[config.mk]
export PLATFORM = sky130hd
export DESIGN_NAME = msi_tag_state_ctrl_flat
export DESIGN_NICKNAME = d
export VERILOG_FILES = /design/src/rtl/msi_tag_state_ctrl_if.sv /design/src/rtl/msi_tag_state_ctrl.sv /design/src/flat_wrapper.sv
export SDC_FILE = /design/constraint.sdc
export NUM_CORES = 1
export LEC_CHECK = 0
export CAP_MARGIN = 30
export CORE_MARGIN = 4
export CORE_UTILIZATION = 37
export DETAILED_ROUTE_END_ITERATION = 8
export MAX_ROUTING_LAYER = met4
export PLACE_DENSITY = 0.8
export SLEW_MARGIN = 0
export SYNTH_ARGS = -nofsm -noshare
export SYNTH_HDL_FRONTEND = slang
export SYNTH_SLANG_ARGS = --single-unit
[constraint.sdc]
create_clock -name i_clock -period 1.9 [get_ports i_clock]
set_input_delay 0.475 -clock i_clock [delete_from_list [all_inputs] [get_ports i_clock]]
set_output_delay 0.475 -clock i_clock [all_outputs]
set_load 0.02 [all_outputs]
[src/rtl/msi_tag_state_ctrl_if.sv]
// Purpose : bundles the CPU port, snoop port and tag-state RAM port of the MSI tag-state controller.
// Latency : none, wiring only.
// Backpressure: req levels are held by the requesters until the matching done pulse.
// Ports   : cpu_* (CPU request/response), snp_* (snoop request/response),
//           tag_* (tag-state RAM index/way/write/read), old_state/new_state (result report).
//           master = requesters plus tag RAM side, slave = the controller.
interface msi_tag_state_ctrl_if #(
  parameter int AWIDTH  = 16,
  parameter int INDEX_W = 3
);
  logic               cpu_req;
  logic               cpu_wr;
  logic [AWIDTH-1:0]  cpu_addr;
  logic               cpu_way;
  logic               cpu_done;
  logic [1:0]         cpu_bus_cmd;

  logic               snp_req;
  logic               snp_excl;
  logic [AWIDTH-1:0]  snp_addr;
  logic               snp_hit;
  logic               snp_way;
  logic               snp_done;
  logic               snp_flush;

  logic [INDEX_W-1:0] tag_index;
  logic               tag_way;
  logic               tag_we;
  logic [1:0]         tag_state_wr;
  logic [1:0]         tag_state_rd;

  logic [1:0]         old_state;
  logic [1:0]         new_state;

  modport master (
    output cpu_req, cpu_wr, cpu_addr, cpu_way,
    input  cpu_done, cpu_bus_cmd,
    output snp_req, snp_excl, snp_addr, snp_hit, snp_way,
    input  snp_done, snp_flush,
    input  tag_index, tag_way, tag_we, tag_state_wr,
    output tag_state_rd,
    input  old_state, new_state
  );

  modport slave (
    input  cpu_req, cpu_wr, cpu_addr, cpu_way,
    output cpu_done, cpu_bus_cmd,
    input  snp_req, snp_excl, snp_addr, snp_hit, snp_way,
    output snp_done, snp_flush,
    output tag_index, tag_way, tag_we, tag_state_wr,
    input  tag_state_rd,
    output old_state, new_state
  );
endinterface

[src/rtl/msi_tag_state_ctrl.sv]
// Purpose : arbitrates CPU vs snoop and performs one read-modify-write of the MSI state field of the 2-way tag arrays.
// Latency : 4 cycles per op (IDLE grant, RD, WR, RESP done); snoop miss takes 2 (IDLE grant, RESP done).
// Backpressure: requests are levels sampled only in IDLE; a requester simply waits, holding req, until its done pulse.
// Ports   : i_clock, i_reset (sync, active-high); io_bus carries the CPU port, snoop port,
//           tag-state RAM port and the old/new state report (see msi_tag_state_ctrl_if).
module msi_tag_state_ctrl #(
  parameter int AWIDTH    = 16,
  parameter int INDEX_LSB = 2,
  parameter int INDEX_W   = 3
) (
  input  logic                i_clock,
  input  logic                i_reset,
  msi_tag_state_ctrl_if.slave io_bus
);

  localparam logic [1:0] MSI_I = 2'b00;
  localparam logic [1:0] MSI_S = 2'b01;
  localparam logic [1:0] MSI_M = 2'b10;
  localparam logic [1:0] MSI_X = 2'b11;

  localparam logic [1:0] CMD_NONE    = 2'b00;
  localparam logic [1:0] CMD_BUSRD   = 2'b01;
  localparam logic [1:0] CMD_BUSRDX  = 2'b10;
  localparam logic [1:0] CMD_BUSUPGR = 2'b11;

  typedef enum logic [1:0] {
    ST_IDLE = 2'd0,
    ST_RD   = 2'd1,
    ST_WR   = 2'd2,
    ST_RESP = 2'd3
  } state_t;

  state_t             r_state;
  state_t             w_state_nxt;
  logic               r_last_snp;
  logic               r_is_snp;
  logic               r_wr;
  logic [INDEX_W-1:0] r_index;
  logic               r_way;
  logic [1:0]         r_old;
  logic [1:0]         r_new;
  logic [1:0]         r_cmd;
  logic               r_flush;

  logic               w_grant_cpu;
  logic               w_grant_snp;
  logic [INDEX_W-1:0] w_cpu_index;
  logic [INDEX_W-1:0] w_snp_index;
  logic [1:0]         w_old;
  logic [1:0]         w_new;
  logic [1:0]         w_cmd;
  logic               w_flush;
  logic [AWIDTH-1:0]  w_unused_addr;

  assign w_cpu_index   = io_bus.cpu_addr[INDEX_LSB +: INDEX_W];
  assign w_snp_index   = io_bus.snp_addr[INDEX_LSB +: INDEX_W];
  assign w_unused_addr = io_bus.cpu_addr ^ io_bus.snp_addr;

  // On a tie the port opposite the last grant wins, so the two ports alternate.
  assign w_grant_snp = io_bus.snp_req & (~io_bus.cpu_req | ~r_last_snp);
  assign w_grant_cpu = io_bus.cpu_req & ~w_grant_snp;

  // Next MSI state from the value read back in WR; the unused 11 code reads as I.
  always_comb begin
    w_old   = (io_bus.tag_state_rd == MSI_X) ? MSI_I : io_bus.tag_state_rd;
    w_new   = w_old;
    w_cmd   = CMD_NONE;
    w_flush = 1'b0;
    if (!r_is_snp) begin
      if (r_wr) begin
        if (w_old == MSI_I) begin
          w_new = MSI_M;
          w_cmd = CMD_BUSRDX;
        end else if (w_old == MSI_S) begin
          w_new = MSI_M;
          w_cmd = CMD_BUSUPGR;
        end
      end else if (w_old == MSI_I) begin
        w_new = MSI_S;
        w_cmd = CMD_BUSRD;
      end
    end else begin
      if (w_old == MSI_M) begin
        w_flush = 1'b1;
      end
      if (w_old != MSI_I) begin
        w_new = r_wr ? MSI_I : MSI_S;
      end
    end
  end

  // Next-state and outputs. Everything is 0 in IDLE; tag_we and done are
  // masked while reset is high so an aborted op leaves the RAM untouched.
  always_comb begin
    w_state_nxt         = r_state;
    io_bus.cpu_done     = 1'b0;
    io_bus.cpu_bus_cmd  = CMD_NONE;
    io_bus.snp_done     = 1'b0;
    io_bus.snp_flush    = 1'b0;
    io_bus.tag_index    = '0;
    io_bus.tag_way      = 1'b0;
    io_bus.tag_we       = 1'b0;
    io_bus.tag_state_wr = MSI_I;
    io_bus.old_state    = MSI_I;
    io_bus.new_state    = MSI_I;
    case (r_state)
      ST_IDLE: begin
        if (w_grant_snp && !io_bus.snp_hit) begin
          w_state_nxt = ST_RESP;
        end else if (w_grant_snp || w_grant_cpu) begin
          w_state_nxt = ST_RD;
        end
      end
      ST_RD: begin
        w_state_nxt      = ST_WR;
        io_bus.tag_index = r_index;
        io_bus.tag_way   = r_way;
      end
      ST_WR: begin
        w_state_nxt         = ST_RESP;
        io_bus.tag_index    = r_index;
        io_bus.tag_way      = r_way;
        io_bus.tag_state_wr = w_new;
        io_bus.tag_we       = (w_new != w_old) & ~i_reset;
      end
      ST_RESP: begin
        w_state_nxt         = ST_IDLE;
        io_bus.tag_index    = r_index;
        io_bus.tag_way      = r_way;
        io_bus.tag_state_wr = r_new;
        io_bus.old_state    = r_old;
        io_bus.new_state    = r_new;
        io_bus.cpu_done     = ~r_is_snp & ~i_reset;
        io_bus.snp_done     = r_is_snp & ~i_reset;
        io_bus.cpu_bus_cmd  = r_is_snp ? CMD_NONE : r_cmd;
        io_bus.snp_flush    = r_is_snp & r_flush;
      end
      default: w_state_nxt = ST_IDLE;
    endcase
  end

  always_ff @(posedge i_clock) begin
    if (i_reset) begin
      r_state    <= ST_IDLE;
      r_last_snp <= 1'b1;
      r_is_snp   <= 1'b0;
      r_wr       <= 1'b0;
      r_index    <= '0;
      r_way      <= 1'b0;
      r_old      <= MSI_I;
      r_new      <= MSI_I;
      r_cmd      <= CMD_NONE;
      r_flush    <= 1'b0;
    end else begin
      r_state <= w_state_nxt;
      if (r_state == ST_IDLE && (w_grant_cpu || w_grant_snp)) begin
        r_is_snp   <= w_grant_snp;
        r_last_snp <= w_grant_snp;
        // A snoop miss never touches the RAM, so its index/way stay 0 and it reports I->I.
        r_old      <= MSI_I;
        r_new      <= MSI_I;
        r_cmd      <= CMD_NONE;
        r_flush    <= 1'b0;
        if (w_grant_snp) begin
          r_wr    <= io_bus.snp_excl;
          r_index <= io_bus.snp_hit ? w_snp_index : '0;
          r_way   <= io_bus.snp_hit & io_bus.snp_way;
        end else begin
          r_wr    <= io_bus.cpu_wr;
          r_index <= w_cpu_index;
          r_way   <= io_bus.cpu_way;
        end
      end
      if (r_state == ST_WR) begin
        r_old   <= w_old;
        r_new   <= w_new;
        r_cmd   <= w_cmd;
        r_flush <= w_flush;
      end
    end
  end

endmodule

[src/flat_wrapper.sv]
// flat-port wrapper written by rule: the top's interface ports become plain ports
module msi_tag_state_ctrl_flat 
#(
  parameter int AWIDTH    = 16,
  parameter int INDEX_LSB = 2,
  parameter int INDEX_W   = 3
)
  (i_clock, i_reset, io_bus_cpu_req, io_bus_cpu_wr, io_bus_cpu_addr, io_bus_cpu_way, io_bus_cpu_done, io_bus_cpu_bus_cmd, io_bus_snp_req, io_bus_snp_excl, io_bus_snp_addr, io_bus_snp_hit, io_bus_snp_way, io_bus_snp_done, io_bus_snp_flush, io_bus_tag_index, io_bus_tag_way, io_bus_tag_we, io_bus_tag_state_wr, io_bus_tag_state_rd, io_bus_old_state, io_bus_new_state);
  msi_tag_state_ctrl_if #(.AWIDTH(AWIDTH), .INDEX_W(INDEX_W)) io_bus_i ();
  input  logic i_clock;
  input  logic i_reset;
  input wire logic [$bits(io_bus_i.cpu_req)-1:0] io_bus_cpu_req;
  input wire logic [$bits(io_bus_i.cpu_wr)-1:0] io_bus_cpu_wr;
  input wire logic [$bits(io_bus_i.cpu_addr)-1:0] io_bus_cpu_addr;
  input wire logic [$bits(io_bus_i.cpu_way)-1:0] io_bus_cpu_way;
  output wire logic [$bits(io_bus_i.cpu_done)-1:0] io_bus_cpu_done;
  output wire logic [$bits(io_bus_i.cpu_bus_cmd)-1:0] io_bus_cpu_bus_cmd;
  input wire logic [$bits(io_bus_i.snp_req)-1:0] io_bus_snp_req;
  input wire logic [$bits(io_bus_i.snp_excl)-1:0] io_bus_snp_excl;
  input wire logic [$bits(io_bus_i.snp_addr)-1:0] io_bus_snp_addr;
  input wire logic [$bits(io_bus_i.snp_hit)-1:0] io_bus_snp_hit;
  input wire logic [$bits(io_bus_i.snp_way)-1:0] io_bus_snp_way;
  output wire logic [$bits(io_bus_i.snp_done)-1:0] io_bus_snp_done;
  output wire logic [$bits(io_bus_i.snp_flush)-1:0] io_bus_snp_flush;
  output wire logic [$bits(io_bus_i.tag_index)-1:0] io_bus_tag_index;
  output wire logic [$bits(io_bus_i.tag_way)-1:0] io_bus_tag_way;
  output wire logic [$bits(io_bus_i.tag_we)-1:0] io_bus_tag_we;
  output wire logic [$bits(io_bus_i.tag_state_wr)-1:0] io_bus_tag_state_wr;
  input wire logic [$bits(io_bus_i.tag_state_rd)-1:0] io_bus_tag_state_rd;
  output wire logic [$bits(io_bus_i.old_state)-1:0] io_bus_old_state;
  output wire logic [$bits(io_bus_i.new_state)-1:0] io_bus_new_state;
  assign io_bus_i.cpu_req = io_bus_cpu_req;
  assign io_bus_i.cpu_wr = io_bus_cpu_wr;
  assign io_bus_i.cpu_addr = io_bus_cpu_addr;
  assign io_bus_i.cpu_way = io_bus_cpu_way;
  assign io_bus_cpu_done = io_bus_i.cpu_done;
  assign io_bus_cpu_bus_cmd = io_bus_i.cpu_bus_cmd;
  assign io_bus_i.snp_req = io_bus_snp_req;
  assign io_bus_i.snp_excl = io_bus_snp_excl;
  assign io_bus_i.snp_addr = io_bus_snp_addr;
  assign io_bus_i.snp_hit = io_bus_snp_hit;
  assign io_bus_i.snp_way = io_bus_snp_way;
  assign io_bus_snp_done = io_bus_i.snp_done;
  assign io_bus_snp_flush = io_bus_i.snp_flush;
  assign io_bus_tag_index = io_bus_i.tag_index;
  assign io_bus_tag_way = io_bus_i.tag_way;
  assign io_bus_tag_we = io_bus_i.tag_we;
  assign io_bus_tag_state_wr = io_bus_i.tag_state_wr;
  assign io_bus_i.tag_state_rd = io_bus_tag_state_rd;
  assign io_bus_old_state = io_bus_i.old_state;
  assign io_bus_new_state = io_bus_i.new_state;
  msi_tag_state_ctrl #(.AWIDTH(AWIDTH), .INDEX_LSB(INDEX_LSB), .INDEX_W(INDEX_W)) u_core (.i_clock(i_clock), .i_reset(i_reset), .io_bus(io_bus_i));
endmodule
==> flow_metrics.env <==
export IMPL_die_y_um=59.52
export IMPL_hold_violations=0
export IMPL_dr_wl_met2_mm=1.421
export IMPL_core_area_um2=2500
export IMPL_hold_worst_slack_ns=0.4706
export IMPL_final_common_cell="buf_4"
export IMPL_syn_cell_area_um2=982.2
export IMPL_cts_clk_slew_worst_paths_ns=0.09
export IMPL_dp_cells=197
export IMPL_clock_skew_ns=0.007019
export IMPL_yosys_area_share_adder=0.07643
export IMPL_num_vias=1068
export IMPL_async_flop_share=0
export IMPL_cts_sinks=16
export IMPL_grt_usage=0.1592
export IMPL_num_antenna_cells=0
export IMPL_ys_types=38
export IMPL_clockRootBuffer="clkbuf_4"
export IMPL_synth_edf_count=0
export IMPL_worst_pin_slew_ns=0.2788
export IMPL_cap_violations=0
export IMPL_outcome="complete, but fails checks"
export IMPL_routed_top_layer="met4"
export IMPL_avgSynthCellArea_um2=8.185
export IMPL_arrival_ns=1.50
export IMPL_ir_worst_vdd_v=0.0007205
export IMPL_ant_nets=0
export IMPL_synth_top_family_by_area="simple AND/OR/NAND/NOR gates"
export IMPL_wl_per_cell_um=12.89
export IMPL_area_growth_pct=63.44
export IMPL_cts_htree_levels=1
export IMPL_dieWidth_um=59.52
export IMPL_layout_filler_cells=234
export IMPL_synth_compound_area_share=0.2115
export IMPL_clock_latency_ns=0.29
export IMPL_drive_gt1_frac=0.4181
export IMPL_synth_simple_gate_area_frac=0.2841
export IMPL_ys_ff_latch=16
export IMPL_firstDrtPassIters=4
export IMPL_setup_viol=1
export IMPL_violations="setup timing"
export IMPL_core_rowCount=18
export IMPL_synthCells=120
export IMPL_cts_tree="built"
export IMPL_wl_mm=2.669
export IMPL_initial_core_util=0.3929
export IMPL_postLayoutCellArea_um2=1605
export IMPL_p_leak_nw=0.7065
export IMPL_dp_slack_ns=-0.9746
export IMPL_hp_class="reg2reg"
export IMPL_die_area_um2=3543
export IMPL_grt_overflow=0
export IMPL_hp_start="u_core.r_new[1]"
export IMPL_layout_min_cycle_time_ns=1.972
export IMPL_met3_length_um=141
export IMPL_r2r_start="u_core.r_state[1]"
export IMPL_grt_pass1_wl_mm=4.195
export IMPL_dpl_cell_area_um2=1475
export IMPL_cts_buffer_depth=2
export IMPL_antenna_found_initial=0
export IMPL_drv_slew=0
export IMPL_io_buffers=32
export IMPL_yosysSeqAreaShare=0.3261
export IMPL_synth_net_count=169
export IMPL_grt_pass1_vias=1001
export IMPL_grt_max_degree=16
export IMPL_critPathRequiredTime_ns=1.42
export IMPL_gp_congestion=0.7816
export IMPL_stdcell_count=207
export IMPL_start_kind="primary input"
export IMPL_synth_warning_count=0
export IMPL_end_kind="output pin"
export IMPL_rsz0062_at_grt="true"
export IMPL_critPathKind="in2out"
export IMPL_synthMuxAreaShare=0.04076
export IMPL_drt_met1_wl_mm=1.076
export IMPL_cts_made_buffers=3
export IMPL_setup_worst_path_start="io_bus_tag_state_rd[0]"
export IMPL_via_per_inst=5.159
export IMPL_finalCritPeriodShare=1.038
export IMPL_synth_xor_xnor_area_share=0
export IMPL_p_per_area_nw_per_um2=1148
export IMPL_setup_slack_ns=-0.07196
export IMPL_nNetsFinal=227
export IMPL_drc=0
export IMPL_slew_headroom=0.8116
export IMPL_layout_common_cells="buf_4 (28), nor2_1 (13), clkdlybuf4s50_1 (13), dfxtp_1 (13), nand3_1 (9)"
export IMPL_drt_first_iter_violations=17
export IMPL_max_freq_mhz=507.1
export IMPL_synth_ff_type="dfxtp_1"
export IMPL_io_pins=59
export IMPL_dp_hpwl_mm=2.047
export IMPL_cp_max_fo=2
## kinds of logic (layout without fill, tap and decap cells)
logic type      after synthesis  count (layout)
compound gates               28              28
buf+inv                      14              71
simple gates                 52              52
flops                        16              16
mux                           4               4
fa+ha+maj                     6               6
## critical path, stage by stage
cell and delay, ns:
buf_8 0.10, inv_4 0.05, ha_4 0.19, mux2i_2 0.17, mux2i_1 0.30, o21bai_2 0.09, buf_6 0.13
## per-stage QoR
stage | power [mW] | setup TNS [ns] | util
global route | 1.987 | -0.1974 | 0.6421
global placement | 1.451 | -4.754 | 0.5901
finish | 1.843 | -0.07196 | 0.6421
CTS | 1.750 | -0.08878 | 0.6251
detailed placement | 1.483 | -5.473 | 0.5901
floorplan | 1.054 | 0 | -
## registers in the layout (all words and copies together), names as in the netlist
register and flops:
u_core.r_index 3, u_core.r_cmd 2, u_core.r_new 2, u_core.r_old 2, u_core.r_state 2, u_core.r_flush 1, u_core.r_is_snp 1, u_core.r_last_snp 1
u_core.r_way 1, u_core.r_wr 1
## cells in the mapped netlist, types with 2 or more instances
library cell / number / area share
nand2b_1: 8 / 0.051
and3_1: 2 / 0.013
nor2b_1: 4 / 0.025
buf_2: 2 / 0.010
and2_1: 4 / 0.025
a21oi_1: 7 / 0.036
ha_1: 6 / 0.076
dfxtp_1: 16 / 0.33
o21a_1: 3 / 0.023
inv_1: 6 / 0.023
clkbuf_1: 2 / 0.0076
a31oi_1: 2 / 0.013
nand2_1: 4 / 0.015
nor2_1: 14 / 0.054
o21ai_0: 2 / 0.010
nand3_1: 9 / 0.046
o21bai_1: 2 / 0.015
a311oi_1: 4 / 0.036
mux2i_1: 4 / 0.041
## what timing repair did
item,CTS,global route
pin swaps,3,2
endpoints found under the hold margin,0,0
resized for setup,85,25
hold buffers,0,0
setup endpoints to repair,16,19
buffers inserted,2,4
## final timing paths
| kind | endpoint | slack (ns) | depth (start not counted) |
|---|---|---|---|
| max reg2reg | u_core.r_index[1] | 0.30 | 7 |
| min reg2reg | u_core.r_new[1] | 0.47 | 2 |
| min | u_core.r_new[1] | 0.47 | 2 |
| max | io_bus_tag_state_wr[0] | -0.07 | 7 |
## final cells by class
| type | instances | area, µm² | area share |
|---|---|---|---|
| timing repair buffer | 60 | 493.0 | 0.3071 |
| clock buffer | 4 | 36.28 | 0.02260 |
| multi-input combinational | 90 | 680.7 | 0.4240 |
| inverter | 7 | 31.28 | 0.01949 |
| tap | 30 | 37.54 | 0.02338 |
| sequential | 16 | 326.6 | 0.2034 |
## metal layers
layer,track usage,vias to the layer above
met1,0.1691,499
met3,0.01961,3
met5,-,-
li1,-,536
met2,0.3027,30
met4,0.04747,0
## power breakdown
part | total [mW] | switching (mW) | internal (mW)
combinational | 1.10 | 0.529 | 0.569
sequential | 0.520 | 0.0779 | 0.442
clock | 0.225 | 0.109 | 0.117
total | 1.84 | 0.716 | 1.13
(Power assumes the default switching activity.)
